===== config.mk =====
export PLATFORM = sky130hd
export DESIGN_NAME = port_in_debounce
export DESIGN_NICKNAME = d
export VERILOG_FILES = /design/src/rtl/port_io_pkg.sv /design/src/rtl/debounce_bit.sv /design/src/rtl/port_in_debounce.sv
export SDC_FILE = /design/constraint.sdc
export NUM_CORES = 1
export LEC_CHECK = 0
export ABC_AREA = 1
export BUFFER_PORTS_ARGS = -buffer_cell sky130_fd_sc_hd__buf_4
export CAP_MARGIN = 25
export CORE_MARGIN = 2
export CORE_UTILIZATION = 40
export CTS_CLUSTER_SIZE = 30
export DETAILED_ROUTE_END_ITERATION = 10
export PLACE_DENSITY_LB_ADDON = 0.12
export SLEW_MARGIN = 0
export SYNTH_ARGS = -nofsm -noshare
export SYNTH_HDL_FRONTEND = slang
export SYNTH_HIERARCHICAL = 1
export SYNTH_SLANG_ARGS = --single-unit

===== constraint.sdc =====
create_clock -name clk -period 1.6 [get_ports clk]
set_input_delay 0.16 -clock clk [delete_from_list [all_inputs] [get_ports clk]]
set_output_delay 0.16 -clock clk [all_outputs]
set_load 0.03 [all_outputs]

===== src/rtl/port_io_pkg.sv =====
// port_io_pkg -- shared constants for the PORT_IN register map.
// The same offsets are mirrored by the processor software map, so any change
// here must be reflected there as well.
package port_io_pkg;

  // Default board population.
  localparam int unsigned N_SW_DEFAULT  = 16;
  localparam int unsigned N_BTN_DEFAULT = 5;

  // PORT_IN_A field offsets for the default population.
  localparam int unsigned SW_LSB  = 0;
  localparam int unsigned BTN_LSB = SW_LSB + N_SW_DEFAULT;

  // Width of the optional press counter presented on PORT_IN_C.
  localparam int unsigned PRESS_CNT_W = 16;

  // Bits needed to hold 0..cycles without wrapping.
  function automatic int unsigned dbnc_cnt_width(input int unsigned cycles);
    return $clog2(cycles + 1);
  endfunction

  // Button field offset for a non-default switch count.
  function automatic int unsigned btn_lsb_for(input int unsigned n_sw);
    return SW_LSB + n_sw;
  endfunction

endpackage : port_io_pkg


===== src/rtl/debounce_bit.sv =====
// debounce_bit -- two-flop synchronizer followed by a stability-window
// debouncer for a single asynchronous input bit.
// o_stable changes only after the synchronized level has differed from the
// current stable level on DEBOUNCE_CYCLES consecutive clock edges.
module debounce_bit
  import port_io_pkg::*;
#(
  parameter int unsigned DEBOUNCE_CYCLES = 1000000
) (
  input  logic clk,
  input  logic reset,
  input  logic i_raw,
  output logic o_stable
);

  localparam int unsigned     CNT_W    = dbnc_cnt_width(DEBOUNCE_CYCLES);
  // Count value on which the next mismatching edge completes the window.
  localparam logic [CNT_W-1:0] CNT_LAST = CNT_W'(DEBOUNCE_CYCLES - 1);

  logic             r_sync1;
  logic             r_sync2;
  logic             r_stable;
  logic [CNT_W-1:0] r_cnt;

  // Two-flop synchronizer: nothing else ever looks at i_raw.
  // NOTE: state registers use non-blocking assignments so every flop samples
  // the pre-edge value of its neighbours, exactly like the hardware chain.
  always_ff @(posedge clk) begin
    if (reset) begin
      r_sync1 <= 1'b0;
      r_sync2 <= 1'b0;
    end else begin
      r_sync1 <= i_raw;
      r_sync2 <= r_sync1;
    end
  end

  // Stability window: count edges of disagreement, adopt the new level on the
  // edge the count would reach DEBOUNCE_CYCLES. Any agreement restarts it, so
  // the counter tops out at DEBOUNCE_CYCLES-1 and can never wrap.
  always_ff @(posedge clk) begin
    if (reset) begin
      r_stable <= 1'b0;
      r_cnt    <= '0;
    end else if (r_sync2 == r_stable) begin
      r_cnt <= '0;
    end else if (r_cnt == CNT_LAST) begin
      r_stable <= r_sync2;
      r_cnt    <= '0;
    end else begin
      r_cnt <= r_cnt + 1'b1;
    end
  end

  assign o_stable = r_stable;

endmodule : debounce_bit


===== src/rtl/port_in_debounce.sv =====
// port_in_debounce -- debounced switch/button input port.
//   PORT_IN_A : registered debounced levels {buttons, switches}, zero-extended.
//   PORT_IN_B : sticky button-press flags, cleared by evt_clr/evt_clr_mask.
//   PORT_IN_C : button press counter when PORT_IN_PRESS_COUNT_EN is defined,
//               otherwise constant zero.
// Rise detection compares each bit's debouncer output with the PORT_IN_A
// register, so a press sets its flag on the very edge PORT_IN_A shows it.
// Assumes WIDTH >= N_SW + N_BTN, WIDTH > N_BTN and WIDTH >= 16.
module port_in_debounce
  import port_io_pkg::*;
#(
  parameter int unsigned WIDTH           = 32,
  parameter int unsigned N_SW            = N_SW_DEFAULT,
  parameter int unsigned N_BTN           = N_BTN_DEFAULT,
  parameter int unsigned DEBOUNCE_CYCLES = 1000000
) (
  input  logic             clk,
  input  logic             reset,
  input  logic [N_SW-1:0]  sw_raw,
  input  logic [N_BTN-1:0] btn_raw,
  input  logic             evt_clr,
  input  logic [WIDTH-1:0] evt_clr_mask,
  output logic [WIDTH-1:0] PORT_IN_A,
  output logic [WIDTH-1:0] PORT_IN_B,
  output logic [WIDTH-1:0] PORT_IN_C
);

  localparam int unsigned N_IN     = N_SW + N_BTN;
  localparam int unsigned BTN_OFFS = btn_lsb_for(N_SW);

  logic [N_IN-1:0]  w_raw;
  logic [N_IN-1:0]  w_stable;
  logic [N_BTN-1:0] w_btn_rise;
  logic [N_BTN-1:0] w_clr;
  logic             w_unused_mask_hi;

  logic [N_IN-1:0]  r_level;
  logic [N_BTN-1:0] r_press_flag;

  // Packed in PORT_IN_A order so bit i of w_stable lands on PORT_IN_A[i].
  assign w_raw = {btn_raw, sw_raw};

  // One synchronizer+debouncer per raw input.
  for (genvar gi = 0; gi < N_IN; gi++) begin : g_bit
    debounce_bit #(
      .DEBOUNCE_CYCLES(DEBOUNCE_CYCLES)
    ) u_debounce_bit (
      .clk     (clk),
      .reset   (reset),
      .i_raw   (w_raw[gi]),
      .o_stable(w_stable[gi])
    );
  end : g_bit

  // A press is a debounced button that is high now but not yet in PORT_IN_A.
  assign w_btn_rise = w_stable[BTN_OFFS +: N_BTN] & ~r_level[BTN_OFFS +: N_BTN];

  // Only the flag bits of the clear mask are meaningful.
  assign w_clr            = evt_clr ? evt_clr_mask[N_BTN-1:0] : '0;
  assign w_unused_mask_hi = ^evt_clr_mask[WIDTH-1:N_BTN];

  // Output registers: debounced levels and sticky flags; a set beats a clear
  // on the same bit, and reset beats everything.
  always_ff @(posedge clk) begin
    if (reset) begin
      r_level      <= '0;
      r_press_flag <= '0;
    end else begin
      r_level      <= w_stable;
      r_press_flag <= (r_press_flag & ~w_clr) | w_btn_rise;
    end
  end

  assign PORT_IN_A = WIDTH'(r_level);
  assign PORT_IN_B = WIDTH'(r_press_flag);

`ifdef PORT_IN_PRESS_COUNT_EN
  logic [PRESS_CNT_W-1:0] r_press_cnt;

  // Press counter: each rising button counts once, wrapping naturally.
  always_ff @(posedge clk) begin
    if (reset) begin
      r_press_cnt <= '0;
    end else begin
      r_press_cnt <= r_press_cnt + PRESS_CNT_W'($countones(w_btn_rise));
    end
  end

  assign PORT_IN_C = WIDTH'(r_press_cnt);
`else
  assign PORT_IN_C = '0;
`endif

endmodule : port_in_debounce

# Yosys cells after proc, flatten, opt, wreduce, memory -nomap -nowiden
# Index checks and enable logic that the tools add are counted.
dict set report classes {
  n_mux 1
  n_addsub 21
  eq_ne 42
  reduce_logical 42
  n_bitwise 26
}
# operator n
set op_table {}
lappend op_table {{$add A20 B1 Y20 const B} 21}
lappend op_table {{$eq A20 B20 Y1 const B} 21}
lappend op_table {{$reduce_or A3 Y1} 21}
lappend op_table {{$reduce_and A2 Y1} 21}
lappend op_table {{$eq A1 B1 Y1} 21}
lappend op_table {{$not A1 Y1} 21}
lappend op_table {{$and A5 B5 Y5} 2}
lappend op_table {{$not A5 Y5} 2}
lappend op_table {{$mux W5} 1}
lappend op_table {{$or A5 B5 Y5} 1}
dict set report word_totals {
  in_bits 56
  ff_bits 509
  elab_cells 218
  output_inout_bits 96
}

# Logic depth before layout (Yosys ltp)
# Gate-level depths: netlist of the first run.
dict set report logic_depth {
  depth_word 4
  mapped_depth 8
  ltp_nobuf 8
}

# Cells and area by module
# The synthesis of the first run kept the hierarchy.
# module area_per_inst_um2 seq_area_each_um2 cells_per_inst n_inst
set modules_own_cells {}
lappend modules_own_cells {{debounce_bit (g_bit[0].u_debounce_bit ...)} 1128.6 460.4 165 20}
lappend modules_own_cells {port_in_debounce 1332.5 520.5 167 1}
lappend modules_own_cells {{debounce_bit (g_bit[9].u_debounce_bit)} 1169.9 460.4 174 1}

# Worst setup path after synthesis of the first run
# Ideal clock, no wire load.
dict set report synth_timing {
  path_kind {register -> register}
  from {register g_bit[16].u_debounce_bit.r_cnt[0]}
  to {register g_bit[16].u_debounce_bit.r_cnt[11]}
  t_required_ps 1485
  setup_slack_ps 259
  stages_incl_launch_ff 8
  setup_time_ps 115
  n_path_buf 1
  arrival_time_ps 1226
  period_less_slack_ps 1341
  path_cell_list {dfxtp_1 ha_1 nand3_1 nor2_1 nand3_2 nand2_4 buf_6 nor2_1}
}
dict set report synth_between {
  elab_chain_cells 2
  elab_cells_between_ends 3
  classes_between {1 x add/sub; 1 x eq/ne; 1 x reduce/logical}
}
# element line_no
set synth_lines {}
lappend synth_lines {{start, declared} debounce_bit.sv:23} ;# logic [CNT_W-1:0] r_cnt;
lappend synth_lines {{start signal, assigned} debounce_bit.sv:51} ;# r_cnt <= r_cnt + 1'b1;
lappend synth_lines {{branches (longest 2 deep; another with $add A20 B1 Y20)} --}
# Parallel ways; which one is timed is not known.
# A chain may end at the register's enable or synchronous reset.

# Final worst setup path of the first run
dict set report layout_timing {
  from {register g_bit[17].u_debounce_bit.r_cnt[0]}
  to {register g_bit[17].u_debounce_bit.r_cnt[17]}
}
dict set report layout_between {
  elab_chain_cells 2
  elab_cells_between_ends 3
  classes_between {1 x add/sub; 1 x eq/ne; 1 x reduce/logical}
}
# element line_no
set layout_lines {}
lappend layout_lines {{start, declared} debounce_bit.sv:23}
lappend layout_lines {{start signal, assigned} debounce_bit.sv:51}
lappend layout_lines {{branches (longest 2 deep; another with $add A20 B1 Y20)} --}
# Parallel ways; which one is timed is not known.

==> results of run 1 <==
[final timing paths]
| kind | to | slack, ns | startpoint |
|---|---|---|---|
| max reg2reg | g_bit[17].u_debounce_bit/r_cnt[17]$_SDFF_PP0_ | 0.11 | g_bit[17].u_debounce_bit/r_cnt[0]$_SDFF_PP0_ |
| max | g_bit[17].u_debounce_bit/r_cnt[17]$_SDFF_PP0_ | 0.11 | g_bit[17].u_debounce_bit/r_cnt[0]$_SDFF_PP0_ |
| min | g_bit[19].u_debounce_bit/r_sync1$_SDFF_PP0_ | 0.29 | btn_raw[3] |
| min reg2reg | g_bit[0].u_debounce_bit/r_sync2$_SDFF_PP0_ | 0.40 | g_bit[0].u_debounce_bit/r_sync1$_SDFF_PP0_ |
[cells by family (layout without fill, tap and decap cells)]
| group | Yosys count | in the layout | share of synthesized area (%) |
|---|---|---|---|
| flops | 509 | 509 | 40.6 |
| buf+inv | 479 | 628 | 8.88 |
| xor+xnor | 128 | 128 | 4.47 |
| fa+ha+maj | 21 | 21 | 1.05 |
| compound gates | 254 | 254 | 5.89 |
| simple gates | 2249 | 2250 | 39.1 |
| other cells | 1 | 70 | 0.0150 |
[worst max-delay path, delay by kind of cell, from the launching register on]
family        cells  cell delay [ns]
simple gates      5             0.84
flops             1             0.35
fa+ha+maj         1             0.19
[power groups by stage]
stage / registers [mW] / clock network [mW] / logic, mW
2_1_floorplan: 13.0 / 0 / 0.587
3_3_place_gp: 13.1 / 0 / 0.611
3_5_place_dp: 13.1 / 0 / 0.611
4_1_cts: 12.8 / 14.9 / 0.684
5_1_grt: 12.8 / 15.4 / 0.772
6_report: 12.8 / 14.3 / 0.696
[placed cells by master, fill, tap and decap left out]
| cell | n |
|---|---|
| nor2_1 | 844 |
| buf_4 | 91 |
| inv_2 | 2 |
| clkbuf_8 | 11 |
| nand3_2 | 21 |
| nand2_2 | 3 |
| inv_1 | 383 |
| nand2_8 | 16 |
| xor2_1 | 65 |
| or2_0 | 43 |
| clkinv_8 | 1 |
| clkbuf_1 | 13 |
| nand3_1 | 319 |
| xnor2_1 | 63 |
| dfxtp_1 | 509 |
| nand4_1 | 65 |
| o21bai_1 | 21 |
| clkbuf_16 | 60 |
| conb_1 | 70 |
| nand3_4 | 2 |
| bufinv_16 | 10 |
| nor3_1 | 80 |
| a21oi_2 | 41 |
| ha_1 | 20 |
| nand3b_1 | 20 |
| a21oi_1 | 149 |
| o21ai_1 | 2 |
| inv_6 | 1 |
| nand2_4 | 5 |
| buf_12 | 4 |
| nor2_2 | 83 |
| o21ai_0 | 41 |
| nand2_1 | 729 |
| ha_2 | 1 |
| clkinvlp_4 | 3 |
| dlygate4sd3_1 | 37 |
| clkinv_2 | 12 |
| nor2b_1 | 20 |
[stage by stage]
step	hold WS [ns]	TNS (ns)	instance area, sq um	instances
2_1_floorplan	0.231	0	25300	3710
3_3_place_gp	0.362	0	26400	4548
3_5_place_dp	0.366	0	26400	4548
4_1_cts	0.245	0	28800	4696
5_1_grt	0.287	-0.156	29100	4697
6_report	0.286	0	29100	4697
[per-layer routing]
layer | up-vias | routed length (um) | track usage, %
met3 | 81 | 1470 | 2.38
li1 | 11722 | - | -
met5 | - | 0 | 0
met2 | 184 | 22600 | 26.1
met1 | 9488 | 26200 | 22.2
met4 | 0 | 980 | 4.57
[final cells by class]
cell class	instances	area (sq um)	share of cell area [%]
clock buffer	84	1700	5.85
clock inverter	27	408	1.40
inverter	385	1450	4.97
multi-input combinational	2723	13100	45.2
sequential	509	10200	35.1
tap	837	1050	3.60
timing repair buffer	132	1130	3.90
[state kept, by name, indices dropped and copies added (netlist names)]
signal	flops
g_bit.u_debounce_bit/r_cnt	420
g_bit.u_debounce_bit/o_stable	21
g_bit.u_debounce_bit/r_sync1	21
g_bit.u_debounce_bit/r_sync2	21
r_level	21
r_press_flag	5
[what timing repair did]
| action | 4_1_cts | 5_1_grt |
|---|---|---|
| endpoints found under the hold margin | 38 | 0 |
| hold buffers | 37 | 0 |
| setup endpoints to repair | 0 | 282 |
| resized for setup | 0 | 42 |
==> impl_results.md, run 1 <==
* Total CTS buffers at 59
* Asr flop ratio synth at 0%
* Routed Antenna Nets at 0
* Critical Path AT at 2.01 ns
* Final Hold Viols at 0
* Layout cells sized above 1 at 9.51%
* Final setup vio count at 0
* Die width at 254 um
* Iteration-0 DRC count of the detailed router at 981
* Power Density at 957 nW/um^2
* CTS max path bufs at 3
* CTS tree: built
* First-pass GRT wire length at 90,100 um
* Clk pwr share at 51.6%
* Total leakage power at 9.32 nW
* Mean post-synth cell area at 6.89 sq um
* Minimum clock period after layout at 1.49 ns
* Worst setup SP type: flip-flop
* Count of cell types in the netlist at 25
* Unrepaired setup endpoints after global routing: true
* Internal at 21.9 mW
* # nets final at 3,887
* Wire per inst at 10.9 um
* Die height at 254 um
* Max-slew violation count at 0
* Gp weighted congestion at 0.847
* Main flop type after synthesis: dfxtp_1
* CP dominant cell by count: nor2_1
* Filler cell count at 6,450
* Routed WL at 51,300 um
* #FFs+latches synth at 509
* Post-synth top area share at 40.6%
* Row count at 91
* Hold WC Path Type: in2reg
* Worst EP required at 2.12 ns
* Synth cell count leaders: 864 x nor2_1, 730 x nand2_1, 509 x dfxtp_1, 383 x inv_1, 319 x nand3_1
* Slowest stage cell on the critical path: dfxtp_1
* Post-CTS Setup Inserts at 0
* Total GRT Usage at 16.1%
* Power share of the sequential group at 45.9%
* Switching Share at 21.1%
* WS Path Type: reg2reg
* Clock Latency Late Sink at 0.62 ns
* Peak VDD IR at 0.826 mV
* Die footprint at 64,700 sq um
* Synth area leaders: dfxtp_1 41%, nor2_1 13%, nand2_1 11%, nand3_1 6.4%, inv_1 5.7%
* Initial antenna violation count at 0
* Switch Pwr at 5.88 mW
* CP Cell Sequence: ha_1 -> nand3_1 -> nor2_1 -> nand3_2 -> nand2_8 -> nor2_1
* Layout Skew at 0.0275 ns
* Period utilization at 93.2%
* Total standard cell area after synthesis at 25,100 sq um
* # diodes at 0
* Pwr Total at 27.8 mW
* Setup crit end kind: flip-flop
* Fin util at 47.0%
* Area Overhead vs Synth at 15.9%
* Maxcap violations at 0
* IO Count at 152
* Sink Count at 509
* IO Port Bufs at 54
* Final setup margin at 0.110 ns
* Number of global-route vias before repair at 19,814
* DRC errors left at 0
* Number of cells on the worst hold path at 4
* Via count at 21,475
* H-tree depth at 2
* Root buffer cell: clkbuf_16
* CP max FO at 17
* Synth warn at 6
* Cell taking the most area after synthesis: dfxtp_1
* Fmax achieved at 671 MHz
* Number of synthesized flops with an enable pin at 0
* First-pass DRT Iterations at 5
* DP Worst Slack at 0.0918 ns
* GRT overflow at 0
* Worst path max stage delay at 0.35 ns
* Mapped Cells at 3,641
* Reg clk slew, reported paths at 0.06 ns
* Post-synthesis sequential area ratio at 40.6%
* Vias per std cell at 4.57
* Cell with the most instances after synthesis: nor2_1
* Initial Util at 40.6%
* Core ar. at 61,800 sq um
* Largest net degree at the start of global routing at 26
* Status: completed
* Combinational Power Share at 2.5%
* Post-DP HPWL at 36,800 um
* Worst Reg2Reg Path Length in Cells at 6
Power figures use the tool's default switching activity.
==> run 2: changes to the inputs <==
Settings changed: GPL_TIMING_DRIVEN set to 0.
==> run 2 against run 1 <==
  * Wire length rose by 5.3%
  * Clock skew fell by 0.020 ns
  * Sequential share of layout area fell by 0.77 points
  * Non-clock buffer count rose by 101
  * Via count rose by 1.3%
  * Die area did not move
  * Worst setup slack got worse by 0.012 ns
  * Clock-buffer cell count rose by 6
  * Largest cell class unchanged
  * Largest power group unchanged
==> impl_results.md, run 2 (synthesis gave the netlist of run 1 again) <==
* Status: completed (unchanged)
* Layout cells sized above 1 at 12.5% (was 9.51%)
* Iteration-0 DRC count of the detailed router at 1,037 (was 981)
* Relative slew slack at 33.2%
* IO Port Bufs at 54 (unchanged)
* Area post-placement at 26,800 sq um (was 26,400 sq um)
* Core ar. at 61,800 sq um (unchanged)
* CP max FO at 10 (was 17)
* Die height at 254 um (unchanged)
* Multi-input gate area at 13,200 sq um (was 13,100 sq um)
* Total CTS buffers at 57 (was 59)
* Maxcap violations at 0 (unchanged)
* Reg clk slew, reported paths at 0.06 ns (about the same)
* Largest net degree at the start of global routing at 68 (was 26)
* WS Path Type: reg2reg (unchanged)
* Vias per std cell at 4.55 (was 4.57)
* CTS tree: built (unchanged)
* Post-DP HPWL at 38,300 um (was 36,800 um)
* Fmax achieved at 666 MHz (was 671 MHz)
* # diodes at 0 (unchanged)
* Power Density at 908 nW/um^2 (was 957 nW/um^2)
* Worst EP required at 2.09 ns (was 2.12 ns)
* Clk pwr share at 49.5% (was 51.6%)
* Die footprint at 64,700 sq um (unchanged)
* Flip-flop and latch area at 10,200 sq um (unchanged)
* Pin slew with the least headroom to its limit at 1.00 ns
* Final setup vio count at 0 (unchanged)
* Fin Setup TNS at 0 ns (unchanged)
* # nets final at 3,985 (was 3,887)
* Largest register FFs at 420 (unchanged)
* Minimum clock period after layout at 1.50 ns (was 1.49 ns)
* Routed WL at 54,000 um (was 51,300 um)
* WHS at 0.195 ns (was 0.286 ns)
* Worst path max stage delay at 0.35 ns (about the same)
* Worst setup SP type: flip-flop (unchanged)
* DRC errors left at 0 (unchanged)
* Final Cell Area at 29,700 sq um (was 29,100 sq um)
* Sink Count at 509 (unchanged)
* Switch Pwr at 5.72 mW (was 5.88 mW)
* Switching Share at 21.2% (was 21.1%)
* Peak VDD IR at 0.773 mV (was 0.826 mV)
* CTS max path bufs at 3 (unchanged)
* IO Count at 152 (unchanged)
* Via count at 21,752 (was 21,475)
* Internal at 21.3 mW (was 21.9 mW)
* Clock Latency Late Sink at 0.61 ns (was 0.62 ns)
* Reg with most FFs: g_bit.u_debounce_bit/r_cnt (unchanged)
* Total GRT Usage at 16.6% (was 16.1%)
* Die width at 254 um (unchanged)
* Filler cell count at 6,340 (was 6,450)
* H-tree depth at 2 (unchanged)
* Slowest stage cell on the critical path: dfxtp_1 (unchanged)
* Wire per inst at 11.3 um (was 10.9 um)
* Root buffer cell: clkbuf_16 (unchanged)
* GRT overflow at 0 (unchanged)
* Period utilization at 93.9% (was 93.2%)
* Critical Path AT at 1.99 ns (was 2.01 ns)
* Area Overhead vs Synth at 18.5% (was 15.9%)
* First-pass GRT wire length at 91,700 um (was 90,100 um)
* Setup crit end kind: flip-flop (unchanged)
* Layout Skew at 0.00785 ns (was 0.0275 ns)
* Power share of the sequential group at 47.4% (was 45.9%)
* Total leakage power at 9.69 nW (was 9.32 nW)
* Row count at 91 (unchanged)
* Max-slew violation count at 0 (unchanged)
* CP Cell Sequence: ha_1 -> nand3_2 -> nor2_2 -> nand3_2 -> nand2_4 -> buf_6 -> nor2_1 (was ha_1 -> nand3_1 -> nor2_1 -> nand3_2 -> nand2_8 -> nor2_1)
* Most common cell after layout, fill and taps aside: nor2_1 (unchanged)
* Number of global-route vias before repair at 19,950 (was 19,814)
* Gp weighted congestion at 0.856 (was 0.847)
* Number of cells on the worst hold path at 2 (was 4)
* Initial Util at 40.6% (unchanged)
* Initial antenna violation count at 0 (unchanged)
* Most frequent cells in the layout: 838 x nor2_1, 728 x nand2_1, 509 x dfxtp_1 (was 844 x nor2_1, 729 x nand2_1, 509 x dfxtp_1)
* Combinational Power Share at 3.2% (was 2.5%)
* First-pass DRT Iterations at 5 (unchanged)
* Hold WC Path Type: in2reg (unchanged)
* Final Hold Viols at 0 (unchanged)
* Routed Antenna Nets at 0 (unchanged)
* CP dominant cell by count: nand3_2 (was nor2_1)
* Worst Reg2Reg Path Length in Cells at 7 (was 6)
[run 2: changes by cell type in the layout (fill, tap and decap cells not counted), moves of 9 or more]
cell      previous run  this run
buf_4               91       182
buf_6                0        20
nand3_1            319       300
nand2_8             16         0
nand2_4              5        20
nand3_2             21        36
ha_1                20         9
ha_2                 1        12
nor2_4               0        11
clkinv_2            12         3
[run 2: cell type report]
cell class                 count  area share (%)
clock buffer                  90            5.87
inverter                     385            4.86
buffer                        94            2.63
timing repair buffer         139            3.77
sequential                   509            34.3
clock inverter                 9           0.585
tap                          837            3.52
multi-input combinational   2722            44.5
[run 2: critical path: cells and delay by family, from the launching register on]
kind                       cells  cell delay [ns]
and+or+nand+nor                5             0.67
buffers and inverters          1             0.15
adders and majority gates      1             0.22
DFF                            1             0.35
[run 2: routing by layer]
metal  vias up  GRT usage (%)  wire length, um
met1      9543           22.5            27300
li1      11916              -                -
met4         0           4.92             1210
met2       217           27.3            23800
met3        76           2.49             1720
met5         -              0                0
[run 2: final timing paths]
kind	to	start	slack, ns
min	g_bit[6].u_debounce_bit/r_sync2$_SDFF_PP0_	reset	0.20
max	g_bit[16].u_debounce_bit/r_cnt[17]$_SDFF_PP0_	g_bit[16].u_debounce_bit/r_cnt[0]$_SDFF_PP0_	0.1
max reg2reg	g_bit[16].u_debounce_bit/r_cnt[17]$_SDFF_PP0_	g_bit[16].u_debounce_bit/r_cnt[0]$_SDFF_PP0_	0.1
min reg2reg	g_bit[3].u_debounce_bit/r_sync2$_SDFF_PP0_	g_bit[3].u_debounce_bit/r_sync1$_SDFF_PP0_	0.40
[run 2: repair_timing]
item,4_1_cts,5_1_grt
hold buffers,31,0
setup buffers,8,46
endpoints found under the setup margin,191,240
gates resized for setup,24,53
pin swaps,11,31
endpoints found under the hold margin,26,0
[run 2: metrics by stage]
step | power [mW] | setup slack [ns] | utilization (%) | std cells
5_1_grt | 28.1 | -0.0134 | 48.1 | 4785
3_5_place_dp | 13.8 | -0.266 | 43.3 | 4601
4_1_cts | 27.5 | 0.000152 | 47.1 | 4739
3_3_place_gp | 13.8 | -0.267 | 43.3 | 4601
6_report | 27.0 | 0.0979 | 48.1 | 4785
2_1_floorplan | 13.6 | 0.259 | - | 3710
[run 2: power groups by stage]
stage | registers [mW] | clock network (mW) | logic [mW]
2_1_floorplan | 13.0 | 0 | 0.587
4_1_cts | 12.8 | 13.9 | 0.831
6_report | 12.8 | 13.3 | 0.860
3_5_place_dp | 13.1 | 0 | 0.768
3_3_place_gp | 13.1 | 0 | 0.768
5_1_grt | 12.8 | 14.3 | 0.947
